`src/rtl/shared_counter_arbiter_pkg.sv`:
```
// shared_counter_arbiter_pkg: FSM state encoding and default sizes for the shared counter arbiter
package shared_counter_arbiter_pkg;
  typedef enum logic [1:0] {
    IDLE  = 2'b00,
    COUNT = 2'b01,
    DONE  = 2'b10
  } state_t;
  localparam int NREQ_DEF  = 4;
  localparam int WIDTH_DEF = 4;
endpackage

```
`src/rtl/shared_counter_arbiter_pick.sv`:
```
// rr_arb_pick: round-robin pick of the first set req bit after ptr (mod N); outputs one-hot win, its index idx, and any
module rr_arb_pick #(
  parameter int N  = 4,
  parameter int PW = 2
) (
  input  logic [N-1:0]  req,
  input  logic [PW-1:0] ptr,
  output logic [N-1:0]  win,
  output logic [PW-1:0] idx,
  output logic          any
);
  assign any = |req;
  always_comb begin
    win = '0;
    idx = '0;
    for (int k = N; k >= 1; k--) begin
      if (req[(int'(ptr) + k) % N]) begin
        win = '0;
        win[(int'(ptr) + k) % N] = 1'b1;
        idx = PW'((int'(ptr) + k) % N);
      end
    end
  end
endmodule

```
`src/rtl/shared_counter_arbiter.sv`:
```
// shared_counter_arbiter: round-robin sharing of one up-counter; req/len in, one-hot gnt, busy, counter Q, one-hot done out
module shared_counter_arbiter
  import shared_counter_arbiter_pkg::*;
#(
  parameter int NREQ  = NREQ_DEF,
  parameter int WIDTH = WIDTH_DEF
) (
  input  logic                  clk,
  input  logic                  reset,
  input  logic [NREQ-1:0]       req,
  input  logic [NREQ*WIDTH-1:0] len,
  output logic [NREQ-1:0]       gnt,
  output logic                  busy,
  output logic [WIDTH-1:0]      Q,
  output logic [NREQ-1:0]       done
);
  localparam int PW = NREQ > 1 ? $clog2(NREQ) : 1;
  state_t state;
  logic [PW-1:0] ptr;
  logic [PW-1:0] idx;
  logic [NREQ-1:0] win;
  logic any;
  logic [WIDTH-1:0] term;
  rr_arb_pick #(.N(NREQ), .PW(PW)) u_pick (
    .req(req),
    .ptr(ptr),
    .win(win),
    .idx(idx),
    .any(any)
  );
  always_ff @(posedge clk) begin
    if (reset) begin
      state <= IDLE;
      ptr   <= PW'(NREQ - 1);
      term  <= '0;
      gnt   <= '0;
      Q     <= '0;
    end else begin
      case (state)
        IDLE: if (any) begin
          gnt   <= win;
          term  <= len[int'(idx)*WIDTH +: WIDTH];
          ptr   <= idx;
          Q     <= '0;
          state <= COUNT;
        end
        COUNT: if (Q == term) state <= DONE;
               else Q <= Q + 1'b1;
        DONE: begin
          gnt   <= '0;
          Q     <= '0;
          state <= IDLE;
        end
        default: state <= IDLE;
      endcase
    end
  end
  assign busy = state != IDLE;
  assign done = state == DONE ? gnt : '0;
endmodule

```
`config.mk`:
```
export PLATFORM = sky130hd
export DESIGN_NAME = shared_counter_arbiter
export DESIGN_NICKNAME = d
export VERILOG_FILES = /design/src/rtl/shared_counter_arbiter_pkg.sv /design/src/rtl/shared_counter_arbiter_pick.sv /design/src/rtl/shared_counter_arbiter.sv
export SDC_FILE = /design/constraint.sdc
export NUM_CORES = 1
export LEC_CHECK = 0
export CORE_UTILIZATION = 46
export DETAILED_ROUTE_END_ITERATION = 10
export PLACE_DENSITY = 0.84
export SLEW_MARGIN = 20
export SYNTH_ARGS = -nofsm -noshare
export SYNTH_HDL_FRONTEND = slang
export SYNTH_SLANG_ARGS = --single-unit
```
`constraint.sdc`:
```
create_clock -name clk -period 2.3 [get_ports clk]
set_input_delay 0.46 -clock clk [delete_from_list [all_inputs] [get_ports clk]]
set_output_delay 0.46 -clock clk [all_outputs]
set_load 0.02 [all_outputs]
```
==> results.md, run 1 <==
- Status: finished, final reports clean
- Share of layout cells above drive strength 1: a little over a fifth
- Vias: 1542
- Unrepaired setup endpoints after global routing: true
- Final Cycle Share: 99.3%
- CTS sink count: 16
- Worst hold endpoint: gnt[3]
- Synthesized net count: approximately 210
- Area occupied by multi-input gates: between 1000 and 1500 µm²
- H-tree level count: 1
- Filler cell count: about 280
- Pre-Repair DR Iteration Count: 4
- Hold Crit Depth: 2
- # port buffers: 34
- Area added between synthesis and finish: 38.0%
- Reg area: around 320 µm²
- Worst R2R Start: ptr[1]
- Ys Warns: 0
- Vias in the first global route: 1323
- Most area-consuming cells after synthesis: dfxtp_1 21%, ha_1 6.5%, nand2_1 5.4%
- Min Tclk post-route: approximately 2.3 ns
- Worst-case clock buffer depth: 2
- Yosys top cell area share: between 20% and 30%
- Vias per cell: 5.59
- Dpl ws: -0.191 ns
- TritonCTS clock tree: built
- Register area share after synthesis: slightly above 20%
- Main synth FF type: dfxtp_1
- Total grt overflow: 0
- Total CTS buffers: 3
- Width of the die: about 60 µm
- Post-synth EDFFs: 0
- Routed length on met1: about 1.6 mm
- Max-Cap Viols: 0
- Hold slack final: 0.463 ns
- Routability cong.: between 0.8 and 0.9
- Std cell rows: 20
- HP Class: reg -> reg
- Clock transition at path regs: 0.09 ns
- Drt first-iter violations: 83
- Flops & latches, synth: 16
- # nets final: 263
- VDD IR-drop max: 0.720 mV
- CP Class: in -> reg
- Met3 WL: roughly 200 µm
- Async SR Flop Fraction: 0%
- Syn Inst Count: roughly 180
- Final ANT Viol Nets: 0
- Fmax: 438 MHz
- Setup tns final: 0 ns
- Routed wire per std cell: about 13 µm
- Crit. End Element: flop
- Worst Path Required: 2.49 ns
- Root Buffer: clkbuf_4
- Core area: between 3000 and 4000 µm²
- Post-synth top cells: 22 x nand2_1, 16 x dfxtp_1, 13 x inv_1, 13 x nor2_1, 9 x a211o_1
- Post-CTS Hold Fix Bufs: 0
- Largest net degree at the start of global routing: 24
- Antenna diodes: 0
- Clk_lat worst skew: about 0.3 ns
- GRT Total Usage: a little over a fifth
- Post-route insts no fill: 276
- Top-count cell post-synth: nand2_1
- Routed WL: between 3 and 4 mm
- CP startpoint kind: input pin
- Placed Cells: 270
- Slew HR: 60.2%
- Slew @ Worst Pin: a little under 0.6 ns
- Worst r2r dst: term[0]
- Met2 wire len: 1.73 mm
- Top Ports: 35
- Initial core utilization: a little under 50%
- Die Y: roughly 60 µm
- Clock skew: about 0.0015 ns
- First-pass GRT wire length: between 5 and 6 mm
- Die area: 3580 µm²
- Pwr dens: 1180 nW/µm²
- Worst Path Max Fanout: 10
- Area leader, netlist: dfxtp_1
- Unique cell type count in the Yosys netlist: 48
- Post-synthesis average cell area: ~8.5 µm²
- Initial antenna violation count: 0
- Max-slew violation count: 0
- Top layer reached by signal wires: met4
- Setup slack, reg-to-reg: roughly 0.060 ns
- Mapped Area: approximately 1500 µm²
- Drt drc: 0
- Leak pwr: between 0.0008 and 0.0009 µW
- Worst hold start: gnt[3]
- WP data arrival: 2.48 ns
- Hold Violations, Final: 0
- Final Worst Setup Slack: ~0.016 ns
- Final setup fails: 0
- R2R cell count: 8
- DP HPWL: between 2 and 3 mm
## layout make-up
type                            instances  share of cell area, %
Multi-Input combinational cell        141                   53.6
Timing Repair Buffer                   58                   24.5
Sequential cell                        16                   15.2
Tap cell                               44                   2.59
Inverter                               13                   2.47
Clock buffer                            4                   1.71
## per-stage QoR
step / total power [µW] / util (%) / instance area [µm²]
CTS: 2400 / 67.3 / 2090
finish: 2500 / 68.5 / 2130
global placement: 2170 / 66.2 / 2050
detailed placement: 2210 / 66.2 / 2050
floorplan: 1750 / - / 1580
global route: 2690 / 68.5 / 2130
## how the worst max path moves through the flow
stage,from,endpoint,slack (ns),cells past startpoint
2_1_floorplan,ptr[1],term[2],-0.05,8
3_3_place_gp,req[0],term[0],-0.15,7
3_5_place_dp,req[3],term[0],-0.19,6
4_1_cts,ptr[1],term[0],0.04,8
5_1_grt,req[0],term[3],-0.04,7
6_report,req[3],term[0],0.02,7
## critical path, cell delays in order
cell	delay (ns)
clkdlybuf4s50_1	0.60
nor4bb_1	0.61
a2111oi_4	0.09
o221ai_2	0.20
buf_4	0.17
nor3_4	0.04
a221o_1	0.31
## registers in the layout, summed over array words and instances (netlist names)
register,count
state,2
ptr,2
Q,4
term,4
gnt,4
## cell usage in the layout, fill, tap and decap left out, drive strengths merged, types with 3 or more instances in the layout
| master | netlist | routed |
|---|---|---|
| nor3b | 5 | 5 |
| a221o | 4 | 4 |
| clkbuf | 1 | 4 |
| ha | 8 | 8 |
| a211oi | 5 | 5 |
| xnor2 | 5 | 5 |
| nor2 | 13 | 13 |
| inv | 13 | 12 |
| nand2 | 22 | 22 |
| a211o | 9 | 9 |
| o211ai | 8 | 8 |
| or2 | 4 | 4 |
| o21ai | 10 | 10 |
| a21oi | 3 | 3 |
| a22o | 4 | 4 |
| mux2i | 5 | 5 |
| and2 | 5 | 5 |
| buf | 11 | 24 |
| dfxtp | 16 | 16 |
| nor2b | 3 | 3 |
| clkdlybuf4s50 | 0 | 34 |
## power breakdown
part,internal [µW],total [µW],switching [µW]
clock,96.8,189,92.1
sequential,366,420,54.0
combinational,904,1890,990
## routing by layer
metal	GRT usage, %	vias up
met5	0	-
met4	8.31	0
met3	1.95	5
met2	34.8	65
met1	27.9	700
li1	-	772
## logic make-up after synthesis
logic type	share of synthesized area (%)
and+or+nand+nor	20.6
xor gates and xnor gates	3.98
DFF	20.8
AOI/OAI and AO/OA	31.9
muxes	7.88
adders and majority gates	6.50
buffers and inverters	8.29
## timing repair
action                     4_1_cts  5_1_grt
gates resized for setup          0        4
buffers inserted                 0        2
setup endpoints to repair        0        4
hold endpoints to repair         0        0
Note: power is estimated with default switching activity, not from simulation.
==> run 2: changes to the inputs <==
--- a/config.mk
+++ b/config.mk
@@ -5,9 +5,9 @@
 export SDC_FILE = /design/constraint.sdc
 export NUM_CORES = 1
 export LEC_CHECK = 0
-export CORE_UTILIZATION = 46
+export CORE_UTILIZATION = 35
 export DETAILED_ROUTE_END_ITERATION = 10
-export PLACE_DENSITY = 0.84
+export PLACE_DENSITY = 0.68
 export SLEW_MARGIN = 20
 export SYNTH_ARGS = -nofsm -noshare
 export SYNTH_HDL_FRONTEND = slang
==> run 2 against run 1 <==
Die area grew 30%. Register-to-register slack improved by 0.07 ns. First-iteration DRC count is 41% lower. Final cell count up 1.4%. Largest power group unchanged. Critical endpoint is now term[2].
==> results.md, run 2 (synthesis gave the netlist of run 1 again) <==
- Status: finished, final reports clean
- Crit. End Element: flop
- Die area: 4670 µm² (+30%)
- WP data arrival: 2.32 ns (-0.16 ns)
- Most frequent cells in the layout: 32 x clkdlybuf4s50_1, 22 x nand2_1, 21 x buf_4
- Worst Path Max Fanout: 6 (-4)
- Dpl ws: -0.202 ns (-0.0107 ns)
- Routed wire per std cell: 12.4 µm (-4.7%)
- Drt first-iter violations: 49 (-41%)
- Area added between synthesis and finish: 39.3%
- Final Cell Area: 2150 µm² (+0.94%)
- DP HPWL: 2.60 mm (-2.9%)
- Slew HR: 60.3% (about the same)
- Slew @ Worst Pin: 0.594 ns (-0.000158 ns)
- Largest net degree at the start of global routing: 24 (unchanged)
- Total grt overflow: 0 (unchanged)
- Width of the die: 68.3 µm (+14%)
- Biggest regs: Q x4, gnt x4, term x4
- Initial core utilization: 37.4% (-12 points)
- Max-Cap Viols: 0 (unchanged)
- CP startpoint kind: flop
- Final Worst Setup Slack: 0.127 ns (+0.111 ns)
- HP Class: reg -> reg
- CP Class: reg -> reg
- Vias in the first global route: 1318 (-0.38%)
- Vias per cell: 5.20 (-6.9%)
- Root Buffer: clkbuf_8
- Worst Path Required: 2.45 ns (-0.04 ns)
- Initial antenna violation count: 0 (unchanged)
- Unrepaired setup endpoints after global routing: false
- H-tree level count: 1 (unchanged)
- Clock transition at path regs: 0.06 ns (-0.03 ns)
- Share of layout cells above drive strength 1: 20.9% (-0.25 points)
- Routed WL: 3.47 mm (-3.3%)
- Clock skew: 0.00409 ns (+0.00262 ns)
- Drt drc: 0 (unchanged)
- Routability cong.: 0.771 (-9.1%)
- Pre-Repair DR Iteration Count: 4 (unchanged)
- # port buffers: 34 (unchanged)
- Final Cycle Share: 94.5% (-4.8 points)
- VDD IR-drop max: 0.690 mV (-4.2%)
- Std cell rows: 23 (+15%)
- TritonCTS clock tree: built
- Clk_lat worst skew: 0.26 ns (-0.04 ns)
- Final ANT Viol Nets: 0 (unchanged)
- Top Ports: 35 (unchanged)
- Die Y: 68.3 µm (+14%)
- Total CTS buffers: 3 (unchanged)
- CTS sink count: 16 (unchanged)
- Hold Violations, Final: 0 (unchanged)
- Fmax: 460 MHz (+5.1%)
- Commonest non-fill, non-tap cell in the layout: clkdlybuf4s50_1
- Final setup fails: 0 (unchanged)
- Leak pwr: 0.000860 µW (+1.9%)
- First-pass GRT wire length: 5.89 mm (+1.4%)
- # nets final: 261 (-0.76%)
- Min Tclk post-route: 2.17 ns (-0.111 ns)
- Max-slew violation count: 0 (unchanged)
- Vias: 1456 (-5.6%)
- Filler cell count: 408 (+45%)
- Antenna diodes: 0 (unchanged)
- Pwr dens: 1190 nW/µm² (+1.2%)
- Worst-case clock buffer depth: 2 (unchanged)
- GRT Total Usage: 16.5% (-4.5 points)
- Core area: 4120 µm² (+33%)
- Dpl cell area: 2040 µm² (-0.73%)
[run 2: changes by cell type in the layout (fill, tap and decap cells not counted)]
cell and change:
clkdlybuf4s50_1 -2, dlymetal6s2s_1 +2, nor4bb_1 -1, clkbuf_4 -3, nor4bb_2 +1, clkbuf_8 +3, buf_4 -3, clkbuf_2 +1
[run 2: power by group]
part           total (µW)  switching [µW]  internal [µW]  leakage, µW
combinational        1880             981            902     0.000701
sequential            422            55.1            366     0.000131
clock                 252             100            152    0.0000288
[run 2: worst paths after layout]
| check | from | end | slack (ns) | depth (start not counted) |
|---|---|---|---|---|
| setup / recovery | ptr[1] | term[2] | 0.13 | 7 |
| hold / removal | gnt[0] | gnt[0] | 0.46 | 2 |
| setup reg to reg | ptr[1] | term[2] | 0.13 | 7 |
| hold reg to reg | gnt[0] | gnt[0] | 0.46 | 2 |
[run 2: routing by layer]
| metal | vias up | global-route usage, % | wire length, µm |
|---|---|---|---|
| met5 | - | 0 | 0 |
| met4 | 0 | 6.25 | 53 |
| met3 | 5 | 1.67 | 114 |
| met2 | 34 | 27.7 | 1610 |
| met1 | 649 | 21.4 | 1690 |
| li1 | 768 | - | - |
[run 2: worst max-delay path, stage by stage, from the launching register on]
cell and delay [ns]:
dfxtp_2 0.35, clkinvlp_4 0.10, ha_4 0.31, mux2_4 0.34
a2111oi_4 0.31, o221ai_2 0.16, and2_4 0.17, a221o_1 0.33
[run 2: through the flow]
step / total power (µW) / std cells / setup TNS [ns] / hold slack [ns] / util (%)
CTS: 2470 / 277 / 0 / 0.464 / 50.9
global placement: 2180 / 273 / -1.35 / 0.448 / 49.5
finish: 2560 / 280 / 0 / 0.456 / 52.1
global route: 2780 / 280 / 0 / 0.480 / 52.1
floorplan: 1750 / 182 / -0.133 / 0.491 / -
detailed placement: 2210 / 273 / -1.64 / 0.455 / 49.5
[run 2: repair_timing]
action                     4_1_cts  5_1_grt
gates resized for setup          0        7
setup endpoints to repair        0        8
hold buffers                     0        0
setup buffers                    0        3
[run 2: layout make-up]
type / instances / area (µm²) / area share (%)
Inverter: 13 / 52.6 / 2.45
Timing Repair Buffer: 56 / 508 / 23.7
Tap cell: 50 / 62.6 / 2.92
Clock buffer: 4 / 55.1 / 2.57
Multi-Input combinational cell: 141 / 1140 / 53.4
Sequential cell: 16 / 323 / 15.0
==> run 3: changes to the inputs <==
--- a/config.mk
+++ b/config.mk
@@ -5,9 +5,10 @@
 export SDC_FILE = /design/constraint.sdc
 export NUM_CORES = 1
 export LEC_CHECK = 0
+export ABC_AREA = 1
 export CORE_UTILIZATION = 35
 export DETAILED_ROUTE_END_ITERATION = 10
-export PLACE_DENSITY = 0.68
+export PLACE_DENSITY = 0.71
 export SLEW_MARGIN = 20
 export SYNTH_ARGS = -nofsm -noshare
 export SYNTH_HDL_FRONTEND = slang
==> run 3 against run 2 <==
Clock skew about the same. Utilization shrank 1.7 points. Non-clock buffer count decreased by 17. Final area down 20%. Clock power down 44%. Power decreased by 22%. Largest cell class unchanged. Via count is 8.0% lower. Sequential power fell by 2%. Die area is 16% lower. Synthesized area down 17%. Critical path type unchanged.
==> results.md, run 3 <==
- Worst-case clock buffer depth: 2 (unchanged)
- Top Family by Delay on Critical Path: simple AND/OR/NAND/NOR gates
- Vias: 1339 (-8.0%)
- DP HPWL: 2.25 mm (-14%)
- Area leader, netlist: dfxtp_1
- Final ANT Viol Nets: 0 (unchanged)
- Pwr dens: 1160 nW/µm² (-2.9%)
- Fmax: 500 MHz (+8.7%)
- Syn Inst Count: 206 (+13%)
- Flops & latches, synth: 16 (unchanged)
- Share of layout cells above drive strength 1: 10.2% (-11 points)
- Routability cong.: 0.860 (+12%)
- Post-synth EDFFs: 0 (unchanged)
- Crit-path cells: inv_2 > ha_1 > inv_1 > nand3_1 > nand2_2 > nand2_1 > nand2_1 > nand2_2 > nand2_2 > inv_1 > nand2_1 > nand3_1 > nand2_1 > nor2_1
- Slew HR: 75.0% (+15 points)
- Synthesized net count: 236 (+11%)
- H-tree level count: 1 (unchanged)
- # nets final: 278 (+6.5%)
- Total grt overflow: 0 (unchanged)
- Filler cell count: 358 (-12%)
- Top Ports: 35 (unchanged)
- Total CTS buffers: 3 (unchanged)
- Post-synth top cells: 44 x nand2_1, 34 x inv_1, 27 x nor2_1, 24 x nand3_1, 16 x dfxtp_1
- WP buf/inv: 3 (+2)
- GRT Total Usage: 15.5% (-0.96 points)
- VDD IR-drop max: 0.435 mV (-37%)
- Async SR Flop Fraction: 0% (unchanged)
- Mapped Area: 1280 µm² (-17%)
- Routed wire per std cell: 9.23 µm (-26%)
- Pre-Repair DR Iteration Count: 4 (unchanged)
- Clk_lat worst skew: 0.28 ns (+0.02 ns)
- Worst Path Max Fanout: 11 (+5)
- Unique cell type count in the Yosys netlist: 25 (-48%)
- Max-Cap Viols: 0 (unchanged)
- Initial antenna violation count: 0 (unchanged)
- Clock transition at path regs: 0.09 ns (+0.03 ns)
- Worst Path Required: 2.48 ns (+0.03 ns)
- Post-CTS setup buffers: 0 (unchanged)
- Status: finished, final reports clean
- Hold Violations, Final: 0 (unchanged)
- Top-count cell post-synth: nand2_1
- Top layer reached by signal wires: met4
- Drt first-iter violations: 46 (-6.1%)
- Width of the die: 62.5 µm (-8.6%)
- Most area-consuming cells after synthesis: dfxtp_1 25%, nand2_1 13%, inv_1 10%
- Area added between synthesis and finish: 34.6%
- Biggest regs: Q x4, gnt x4, term x4
- CTS sink count: 16 (unchanged)
- First-pass GRT wire length: 5.06 mm (-14%)
- Initial core utilization: 37.5% (+0.045 points)
- Met2 wire len: 1.17 mm (-27%)
- Final core utilization: 50.4% (-1.7 points)
- Critical path's most frequent cell: nand2_1
- TritonCTS clock tree: built
- CP Class: reg -> reg
- Commonest non-fill, non-tap cell in the layout: nand2_1
- Crit-path max cell delay: 0.36 ns (about the same)
- Post-synthesis average cell area: 6.21 µm² (-27%)
- Leak pwr: 0.000829 µW (-3.7%)
- Min Tclk post-route: 2.00 ns (-0.174 ns)
- Crit. End Element: flop
- Setup tns final: 0 ns (unchanged)
- Largest net degree at the start of global routing: 12 (-50%)
- Yosys top cell area share: 25.0% (+4.2 points)
- Die Y: 62.5 µm (-8.6%)
- Drt drc: 0 (unchanged)
- Slowest stage cell, crit path: dfxtp_1
- Slew @ Worst Pin: 0.371 ns (-0.223 ns)
- Vias per cell: 4.59 (-12%)
- WP data arrival: 2.18 ns (-0.14 ns)
- Core area: 3420 µm² (-17%)
- # resized after CTS: 0 (unchanged)
- Std cell rows: 21 (-8.7%)
- Final Cycle Share: 86.9% (-7.6 points)
- HP Class: reg -> reg
- Vias in the first global route: 1196 (-9.3%)
- Most frequent cells in the layout: 44 x nand2_1, 34 x inv_1, 34 x clkdlybuf4s50_1
- Final setup fails: 0 (unchanged)
- Met3 WL: 112 µm (-1.8%)
- Unrepaired setup endpoints after global routing: false
- Routed WL: 2.70 mm (-22%)
- # port buffers: 34 (unchanged)
- Root Buffer: clkbuf_4
- Routed length on met1: 1.40 mm (-17%)
- Max-slew violation count: 0 (unchanged)
- Ys Warns: 0 (unchanged)
- CP startpoint kind: flop
- Post-CTS Hold Fix Bufs: 0 (unchanged)
- Die area: 3900 µm² (-16%)
- Antenna diodes: 0 (unchanged)
- Register area share after synthesis: 25.0% (+4.2 points)
- Main synth FF type: dfxtp_1
- Hold slack final: 0.480 ns (+0.0244 ns)
- Clock skew: 0.00381 ns (-0.000283 ns)
[run 3: cell count changes in the layout (fill, tap and decap cells not counted), moves of 5 or more]
| cell | change |
|---|---|
| nand3_1 | +24 |
| inv_1 | +22 |
| nand2_1 | +22 |
| buf_4 | -16 |
| nor2_1 | +14 |
| a211o_1 | -9 |
| nand2_2 | +8 |
| a21oi_1 | +6 |
| a211oi_1 | -5 |
| o211ai_1 | -5 |
[run 3: layout make-up]
| cell class | count | area (µm²) | share of cell area [%] |
|---|---|---|---|
| Sequential cell | 16 | 320 | 18.6 |
| Multi-Input combinational cell | 151 | 803 | 46.6 |
| Timing Repair Buffer | 39 | 378 | 21.9 |
| Tap cell | 46 | 57.6 | 3.34 |
| Inverter | 37 | 141 | 8.21 |
| Clock buffer | 3 | 22.5 | 1.31 |
[run 3: worst paths after layout]
kind / startpoint / slack (ns) / endpoint / cells past startpoint
setup / recovery: ptr[0] / 0.30 / term[0] / 14
hold / removal: gnt[0] / 0.48 / gnt[0] / 2
setup reg to reg: ptr[0] / 0.30 / term[0] / 14
hold reg to reg: gnt[0] / 0.48 / gnt[0] / 2
[run 3: cell families after synthesis]
group,Yosys count,synth area share [%]
fa+ha+maj,8,7.82
simple gates,118,42.6
buf+inv,39,12.2
compound gates,21,9.58
xor+xnor,4,2.74
flops,16,25.0
[run 3: layer usage]
layer	track usage, %	vias to the layer above
met2	24.3	35
met3	2.37	2
met1	21.8	568
met5	0	-
met4	4.36	0
li1	-	734
[run 3: worst register-to-register path: cells and delay by family (launching register included)]
| family | cells | cell delay [ns] |
|---|---|---|
| simple gates | 10 | 0.93 |
| buf+inv | 3 | 0.27 |
| flops | 1 | 0.36 |
| fa+ha+maj | 1 | 0.35 |
[run 3: power by group]
| group | internal, µW | leakage, µW | switching, µW | total (µW) |
|---|---|---|---|---|
| logic | 553 | 0.000683 | 887 | 1440 |
| registers | 358 | 0.000132 | 54.7 | 413 |
| clock network | 60.7 | 0.0000138 | 80.7 | 141 |
[run 3: through the flow]
stage | instances | setup slack, ns | total power, µW | cell area, µm²
after detailed placement | 289 | 0.0761 | 1850 | 1700
after global routing | 292 | 0.0782 | 2240 | 1720
after global placement | 289 | 0.114 | 1840 | 1700
final | 292 | 0.301 | 1990 | 1720
after CTS | 292 | 0.288 | 1990 | 1720
after floorplan | 206 | 0.286 | 1530 | 1280
